<file path="src/rtl/inst_decode.sv">
// RV32I decode stage: splits an instruction word into register indices, function
// fields, a sign-extended immediate and control strobes, registered for the next stage.
module inst_decode (
  input  logic        clk,
  input  logic        rst_n,
  input  logic        en,
  input  logic [31:0] inst,
  output logic [6:0]  opcode,
  output logic [4:0]  rd,
  output logic [4:0]  rs1,
  output logic [4:0]  rs2,
  output logic [2:0]  funct3,
  output logic [6:0]  funct7,
  output logic [31:0] imm,
  output logic [5:0]  fmt,
  output logic [3:0]  alu_op,
  output logic        reg_we,
  output logic        mem_rd,
  output logic        mem_wr,
  output logic        branch,
  output logic        jump,
  output logic        illegal
);

  localparam logic [6:0] OP_R      = 7'b0110011;
  localparam logic [6:0] OP_IMM    = 7'b0010011;
  localparam logic [6:0] OP_LOAD   = 7'b0000011;
  localparam logic [6:0] OP_JALR   = 7'b1100111;
  localparam logic [6:0] OP_STORE  = 7'b0100011;
  localparam logic [6:0] OP_BRANCH = 7'b1100011;
  localparam logic [6:0] OP_LUI    = 7'b0110111;
  localparam logic [6:0] OP_AUIPC  = 7'b0010111;
  localparam logic [6:0] OP_JAL    = 7'b1101111;

  localparam logic [5:0] FMT_R = 6'b000001;
  localparam logic [5:0] FMT_I = 6'b000010;
  localparam logic [5:0] FMT_S = 6'b000100;
  localparam logic [5:0] FMT_B = 6'b001000;
  localparam logic [5:0] FMT_U = 6'b010000;
  localparam logic [5:0] FMT_J = 6'b100000;

  localparam logic [3:0] ALU_ADD   = 4'd0;
  localparam logic [3:0] ALU_SUB   = 4'd1;
  localparam logic [3:0] ALU_PASSB = 4'd10;

  // Shared R / OP-IMM mapping; alt is inst[30], which only OP-IMM may not use for SUB.
  function automatic logic [3:0] arith_op(input logic [2:0] f3, input logic alt,
                                          input logic allow_sub);
    case (f3)
      3'b000:  arith_op = (alt && allow_sub) ? ALU_SUB : ALU_ADD;
      3'b001:  arith_op = 4'd2;
      3'b010:  arith_op = 4'd3;
      3'b011:  arith_op = 4'd4;
      3'b100:  arith_op = 4'd5;
      3'b101:  arith_op = alt ? 4'd7 : 4'd6;
      3'b110:  arith_op = 4'd8;
      default: arith_op = 4'd9;
    endcase
  endfunction

  logic [6:0]  opcode_d, opcode_q;
  logic [4:0]  rd_d, rd_q, rs1_d, rs1_q, rs2_d, rs2_q;
  logic [2:0]  funct3_d, funct3_q;
  logic [6:0]  funct7_d, funct7_q;
  logic [31:0] imm_d, imm_q;
  logic [5:0]  fmt_d, fmt_q;
  logic [3:0]  alu_op_d, alu_op_q;
  logic        reg_we_d, reg_we_q, mem_rd_d, mem_rd_q, mem_wr_d, mem_wr_q;
  logic        branch_d, branch_q, jump_d, jump_q, illegal_d, illegal_q;

  always_comb begin
    opcode_d  = inst[6:0];
    rd_d      = inst[11:7];
    rs1_d     = inst[19:15];
    rs2_d     = inst[24:20];
    funct3_d  = inst[14:12];
    funct7_d  = inst[31:25];
    imm_d     = '0;
    fmt_d     = '0;
    alu_op_d  = ALU_ADD;
    reg_we_d  = 1'b0;
    mem_rd_d  = 1'b0;
    mem_wr_d  = 1'b0;
    branch_d  = 1'b0;
    jump_d    = 1'b0;
    illegal_d = 1'b0;
    case (inst[6:0])
      OP_R: begin
        fmt_d    = FMT_R;
        reg_we_d = 1'b1;
        alu_op_d = arith_op(inst[14:12], inst[30], 1'b1);
      end
      OP_IMM, OP_LOAD, OP_JALR: begin
        fmt_d    = FMT_I;
        rs2_d    = '0;
        imm_d    = {{20{inst[31]}}, inst[31:20]};
        reg_we_d = 1'b1;
        mem_rd_d = (inst[6:0] == OP_LOAD);
        jump_d   = (inst[6:0] == OP_JALR);
        if (inst[6:0] == OP_IMM) alu_op_d = arith_op(inst[14:12], inst[30], 1'b0);
      end
      OP_STORE: begin
        fmt_d    = FMT_S;
        rd_d     = '0;
        imm_d    = {{20{inst[31]}}, inst[31:25], inst[11:7]};
        mem_wr_d = 1'b1;
      end
      OP_BRANCH: begin
        fmt_d    = FMT_B;
        rd_d     = '0;
        imm_d    = {{20{inst[31]}}, inst[7], inst[30:25], inst[11:8], 1'b0};
        branch_d = 1'b1;
        alu_op_d = ALU_SUB;
      end
      OP_LUI, OP_AUIPC: begin
        fmt_d    = FMT_U;
        rs1_d    = '0;
        rs2_d    = '0;
        imm_d    = {inst[31:12], 12'b0};
        reg_we_d = 1'b1;
        if (inst[6:0] == OP_LUI) alu_op_d = ALU_PASSB;
      end
      OP_JAL: begin
        fmt_d    = FMT_J;
        rs1_d    = '0;
        rs2_d    = '0;
        imm_d    = {{12{inst[31]}}, inst[19:12], inst[20], inst[30:21], 1'b0};
        reg_we_d = 1'b1;
        jump_d   = 1'b1;
      end
      default: illegal_d = 1'b1;
    endcase
  end

  // ---- decode register: one-cycle latency, held while en is low ----
  always_ff @(posedge clk or negedge rst_n) begin
    if (!rst_n) begin
      opcode_q  <= '0;
      rd_q      <= '0;
      rs1_q     <= '0;
      rs2_q     <= '0;
      funct3_q  <= '0;
      funct7_q  <= '0;
      imm_q     <= '0;
      fmt_q     <= '0;
      alu_op_q  <= '0;
      reg_we_q  <= 1'b0;
      mem_rd_q  <= 1'b0;
      mem_wr_q  <= 1'b0;
      branch_q  <= 1'b0;
      jump_q    <= 1'b0;
      illegal_q <= 1'b0;
    end else if (en) begin
      opcode_q  <= opcode_d;
      rd_q      <= rd_d;
      rs1_q     <= rs1_d;
      rs2_q     <= rs2_d;
      funct3_q  <= funct3_d;
      funct7_q  <= funct7_d;
      imm_q     <= imm_d;
      fmt_q     <= fmt_d;
      alu_op_q  <= alu_op_d;
      reg_we_q  <= reg_we_d;
      mem_rd_q  <= mem_rd_d;
      mem_wr_q  <= mem_wr_d;
      branch_q  <= branch_d;
      jump_q    <= jump_d;
      illegal_q <= illegal_d;
    end
  end

  assign opcode  = opcode_q;
  assign rd      = rd_q;
  assign rs1     = rs1_q;
  assign rs2     = rs2_q;
  assign funct3  = funct3_q;
  assign funct7  = funct7_q;
  assign imm     = imm_q;
  assign fmt     = fmt_q;
  assign alu_op  = alu_op_q;
  assign reg_we  = reg_we_q;
  assign mem_rd  = mem_rd_q;
  assign mem_wr  = mem_wr_q;
  assign branch  = branch_q;
  assign jump    = jump_q;
  assign illegal = illegal_q;

endmodule

</file>
<file path="config.mk">
export PLATFORM = sky130hd
export DESIGN_NAME = inst_decode
export DESIGN_NICKNAME = d
export VERILOG_FILES = /design/src/rtl/inst_decode.sv
export SDC_FILE = /design/constraint.sdc
export NUM_CORES = 1
export LEC_CHECK = 0
export ABC_AREA = 1
export CAP_MARGIN = 20
export CORE_MARGIN = 2
export CORE_UTILIZATION = 40
export CTS_CLUSTER_SIZE = 25
export DETAILED_ROUTE_END_ITERATION = 10
export MAX_ROUTING_LAYER = met4
export PLACE_DENSITY = 0.81
export SETUP_SLACK_MARGIN = 0.15
export SKIP_LAST_GASP = 1
export SLEW_MARGIN = 10
export SYNTH_ARGS = -nofsm -noshare
export SYNTH_HDL_FRONTEND = slang
export SYNTH_SLANG_ARGS = --single-unit
</file>
<file path="constraint.sdc">
create_clock -name clk -period 0.8 [get_ports clk]
set_input_delay 0.16 -clock clk [delete_from_list [all_inputs] [get_ports clk]]
set_output_delay 0.16 -clock clk [all_outputs]
set_load 0.03 [all_outputs]
</file>
* After elaboration in Yosys (flattened, before gate mapping)
Cells that the tools add are included.
** Cells by class
- Add/subtract/negate cells :: 0
- $mul :: 0
- Divide/modulo/power cells :: 0
- Order comparisons :: 0
- Eq/ne operators :: 15
- Shift operators :: 0
- Mux-type cells :: 18
- Bitwise gates (word level) :: 0
- Reduce and logical (&&, ||, !) cells :: 8
** Operators by type and width (number)
- $pmux 32 s5 :: 1
- $pmux 4 s7 :: 2
- $pmux 6 s6 :: 1
- $eq 7x6->1 const B :: 3
- $eq 7x7->1 const B :: 3
- $pmux 4 s4 :: 1
- $mux 5 :: 3
- $eq 7x5->1 const B :: 2
- $eq 3x3->1 const B :: 3
- $reduce_or 9->1 :: 1
- $mux 4 :: 2
- $eq 7x2->1 const B :: 1
- $mux 1 :: 7
- $reduce_or 7->1 :: 1
- $eq 3x2->1 const B :: 2
- $reduce_or 3->1 :: 2
- $reduce_or 6->1 :: 1
- $reduce_or 2->1 :: 2
- $eq 3x1->1 const B :: 1
- $logic_not 3->1 :: 1
- $pmux 1 s2 :: 1
** Word-level totals
- Flip-flop bits (word level) :: 80
- Latch bits :: 0
- Memory bits (writable) :: 0
- Memory bits (read-only) :: 0
- Word-level logic and storage cells :: 56
- Memories kept :: 0

* Longest topological paths before layout
- Depth after elaboration :: 4
- Gate-level depth with buffers :: 10
- Gate-level depth less buffers :: 9

* Least setup slack after synthesis
No wires, ideal clock.
- Kind :: input to register
- Start point :: input inst[4]
- End point :: register imm_q[25], in the netlist imm[25]
- Setup time :: 0.066 ns
- Data arrival time :: 1.027 ns
- Required time :: 0.734 ns
- Setup slack :: -0.293 ns
- Stages :: 10
- Buffers on the path :: 1
- Cells stage by stage :: inv_1 -> nand2_2 -> nor2_8 -> nand2_4 -> nand3_4 -> nand2_2 -> buf_6 -> nand2_1 -> nand2_1 -> nand2_1
** Between the ends
- Word-level cells in the longest chain between the ends :: 3
** Ends and longest elaborated chain
- from (decl) :: line 7 : input logic [31:0] inst,
- $eq 7x2->1, or another cell as far along :: line 87 : case (inst[6:0])
- $reduce_or 3->1 / $reduce_or 2->1 (equally long branches)
- $pmux 32 s5 * :: line 87
- to (signal assigned) :: line 160 : imm_q <= imm_d;
- to (decl) :: line 65 : logic [31:0] imm_d, imm_q;
Mark *: on every way between the ends. The rest lies on a longest branch, timed or not.
A chain may end at the register's enable or synchronous reset.

* Final worst setup path
- Start point :: input inst[3]
- End point :: register imm_q[23], in the netlist imm[23]
Same word-level chain as after synthesis.

==> reports/metrics.cfg <==
[power]
power.internal_uw=7223
clockPowerShare_pct=31.4
seq_power_share_pct=42.6
netSwitchingFraction_pct=30.94
ir_drop_uv=872.0
p_sw_uw=3236
p_comb_share_pct=26.0
leakage_uw=0.003959
p_per_area_nw_per_um2=1403

[layout]
stdcell_count=882
finish.utilization_pct=79.93
area_growth_pct=92.85
drive_above_1_share_pct=50.80
layout.nets=781

[timing]
finalHoldViolCount=0
fmax_mhz=811.5
slew_headroom_pct=77.66
min_period_ps=1232
skew_ps=0
worst_slew_pin_slew_ps=334.1
timing.final.crit_share_pct=154.0
rsz0062_at_grt=true
setup_ws_ps=-432.2
drv_slew=0
finalSetupViolations=148

[die]
ios=115
dieWidth_um=102.3
die_y_um=102.3
dieArea_um2=10470
initial_core_util_pct=41.45
placementRows=35
core_um2=9328

[grt]
grt_start_max_net_pins=42
grt_pass1_wl_um=23960
grt_overflow=0
grtUsageTotal_pct=31.26
antenna_found_initial=3
grt_pass1_vias=4782

[critical_path]
crit_path_top_delay_cell=buf_4
cp-end-kind=flop
rr_endpoint=imm[23]
r2r-start=imm[23]
critPathMaxStageDelay_ps=190
endpoint=imm[23]
path_depth=12
cp.required_ps=1050
r2r_cells=4
critical_path_class=in -> reg
crit_start=inst[3]
start_kind=primary input
crit_arrival_ps=1480
path_cells=buf_6 > buf_6 > buf_4 > nand2_2 > nor2_4 > nand3_1 > buf_4 > nand2_1 > nor2_1 > nand2_1 > nand2_1 > nand2_1
worstPathMaxFanout=11
critPathBufInv=4
critPathTopFamily=simple AND/OR/NAND/NOR gates
reg2reg_slack_ps=-170
crit_top_cell=nand2_1

[synthesis]
yosysTopAreaCellShare_pct=51.78
syn_area_um2=3866
synth-edff-count=0
synth_top_area_cell=dfrtp_1
synth_ff_type=dfrtp_1
ys_types=23
synth_seq_cells=80
async_flop_share_pct=100.0
syn_nets=549
syn_avg_cell_area_um2=7.522
ys_seq_area_share_pct=51.78
syn_inst=514
yosysWarningCount=0
synth_area_leaders=dfrtp_1 (52%), nand2_1 (24%), nand3_1 (6.9%), o21ai_0 (3.8%), nor2_1 (3.7%)

[route]
detail_route.wl_per_cell_um=20.05
avgViaCountPerCell=5.529
ant_nets=0
drc=0
num_vias=4877
drt-initial-drc-count=462
wirelength_um=17680
first_pass_iters=6

[cts]
clockBufferDepth=2
cts_made_buffers=9
insertion_delay_ps=360
h-tree-depth=3
tritoncts=built
cts.clk_slew.worst_paths_ps=90
cts_sinks=80
cts_root_buf=clkbuf_8

[placed_design]
dp_hpwl_um=8820
gp_congestion=0.9988
dp_slack_ps=-1078
dp.cells=780
portBuffers=114

[worst_hold_path]
min_path_type=in -> reg
holdPathStages=3

[run_status]
violations=setup timing
outcome=complete, but fails checks

[run]
cap_violations=0

cells in the final DEF (no fill, tap or decap), types with 2 or more instances in the layout:
cell type	netlist	layout
nand2_1	248	198
clkdlybuf4s50_1	0	19
bufinv_16	0	2
clkinvlp_4	0	3
inv_4	0	3
nand2_8	0	5
inv_6	0	2
diode_2	0	3
inv_1	16	10
buf_16	0	3
dfrtp_1	80	79
o21ai_2	0	15
o21ai_0	29	2
o21ai_1	0	11
nand3_4	1	2
nand2_2	3	31
nor2_1	38	23
buf_2	8	3
nand3_1	53	18
buf_4	1	79
dlygate4sd2_1	0	4
clkinv_2	0	2
nor2_8	2	2
buf_6	3	116
buf_12	0	17
nor2_4	1	13
nand3_2	0	34
clkbuf_8	0	9
nand2_4	2	19
nor2_2	2	8
layout make-up:
cell class	instances	area, um2
well taps	129	161.4
repair buffers	247	2644
diodes	3	7.507
multi-input cells	389	2318
clock inverters	6	85.08
inverters	19	112.6
flip-flops and latches	80	2003
clock buffers	9	123.9
fillers	529	1872
power groups by stage:
| stage | clock, uW | sequential (uW) | combinational, uW |
|---|---|---|---|
| 6_report | 3290 | 4450 | 2720 |
| 3_5_place_dp | 0 | 4470 | 1910 |
| 3_3_place_gp | 0 | 4460 | 1880 |
| 4_1_cts | 3290 | 4420 | 2370 |
| 5_1_grt | 3450 | 4460 | 2850 |
| 2_1_floorplan | 0 | 4870 | 480 |
cells in the mapped netlist (3+ instances only):
| cell type | number |
|---|---|
| clkbuf_1 | 16 |
| inv_1 | 16 |
| buf_6 | 3 |
| buf_2 | 8 |
| o21ai_0 | 29 |
| nand2_1 | 248 |
| inv_2 | 3 |
| nand2_2 | 3 |
| nand3_1 | 53 |
| nor2_1 | 38 |
| dfrtp_1 | 80 |
per-layer routing:
layer,global-route usage (%),vias to the layer above,part of all wire [%]
li1,-,2086,-
met1,34.97,2326,35
met2,53.44,352,50
met3,7.661,113,9.1
met4,13.03,0,5.7
met5,-,-,0
worst reg2reg max path, cell delays in order (launching register included):
cell	delay [ps]
dfrtp_1	430
buf_4	160
buf_4	130
nand2_1	70
nand2_1	80
how the worst min path moves through the flow:
| stage | start | end | slack [ps] |
|---|---|---|---|
| floorplan | rst_n | alu_op[0] | -140 |
| global placement | rst_n | opcode[3] | 160 |
| detailed placement | rst_n | opcode[3] | 170 |
| CTS | inst[1] | opcode[1] | 40 |
| global route | inst[1] | opcode[1] | 70 |
| finish | inst[0] | opcode[0] | 50 |
metrics by stage:
step | total power, uW | TNS [ps] | instance area [um2] | hold slack (ps)
CTS | 10080 | -31290 | 6868 | 40.21
global placement | 6339 | -64310 | 5480 | 162.6
floorplan | 5345 | -12750 | 3991 | -135.6
global route | 10770 | -42180 | 7456 | 68.43
finish | 10460 | -39120 | 7456 | 46.66
detailed placement | 6379 | -66340 | 5480 | 165.5
state kept, by name, summed over array words and instances, names as in the netlist, 3 cells and up:
| register | count |
|---|---|
| funct3 | 3 |
| fmt | 6 |
| alu_op | 4 |
| imm | 32 |
| rd | 5 |
| opcode | 7 |
| rs1 | 5 |
| rs2 | 5 |
| funct7 | 7 |
logic make-up after synthesis:
family | Yosys count | synth area share (%)
compound gates | 33 | 4.369
buf+inv | 48 | 5.599
simple gates | 353 | 38.25
flops | 80 | 51.78
timing repair:
item	CTS	global route
gates resized for setup	248	95
hold buffers	1	0
cloned	7	1
hold endpoints to repair	80	0
pin swaps	82	55
buffers inserted	44	32
endpoints found under the setup margin	152	159
(Power assumes the default switching activity.)
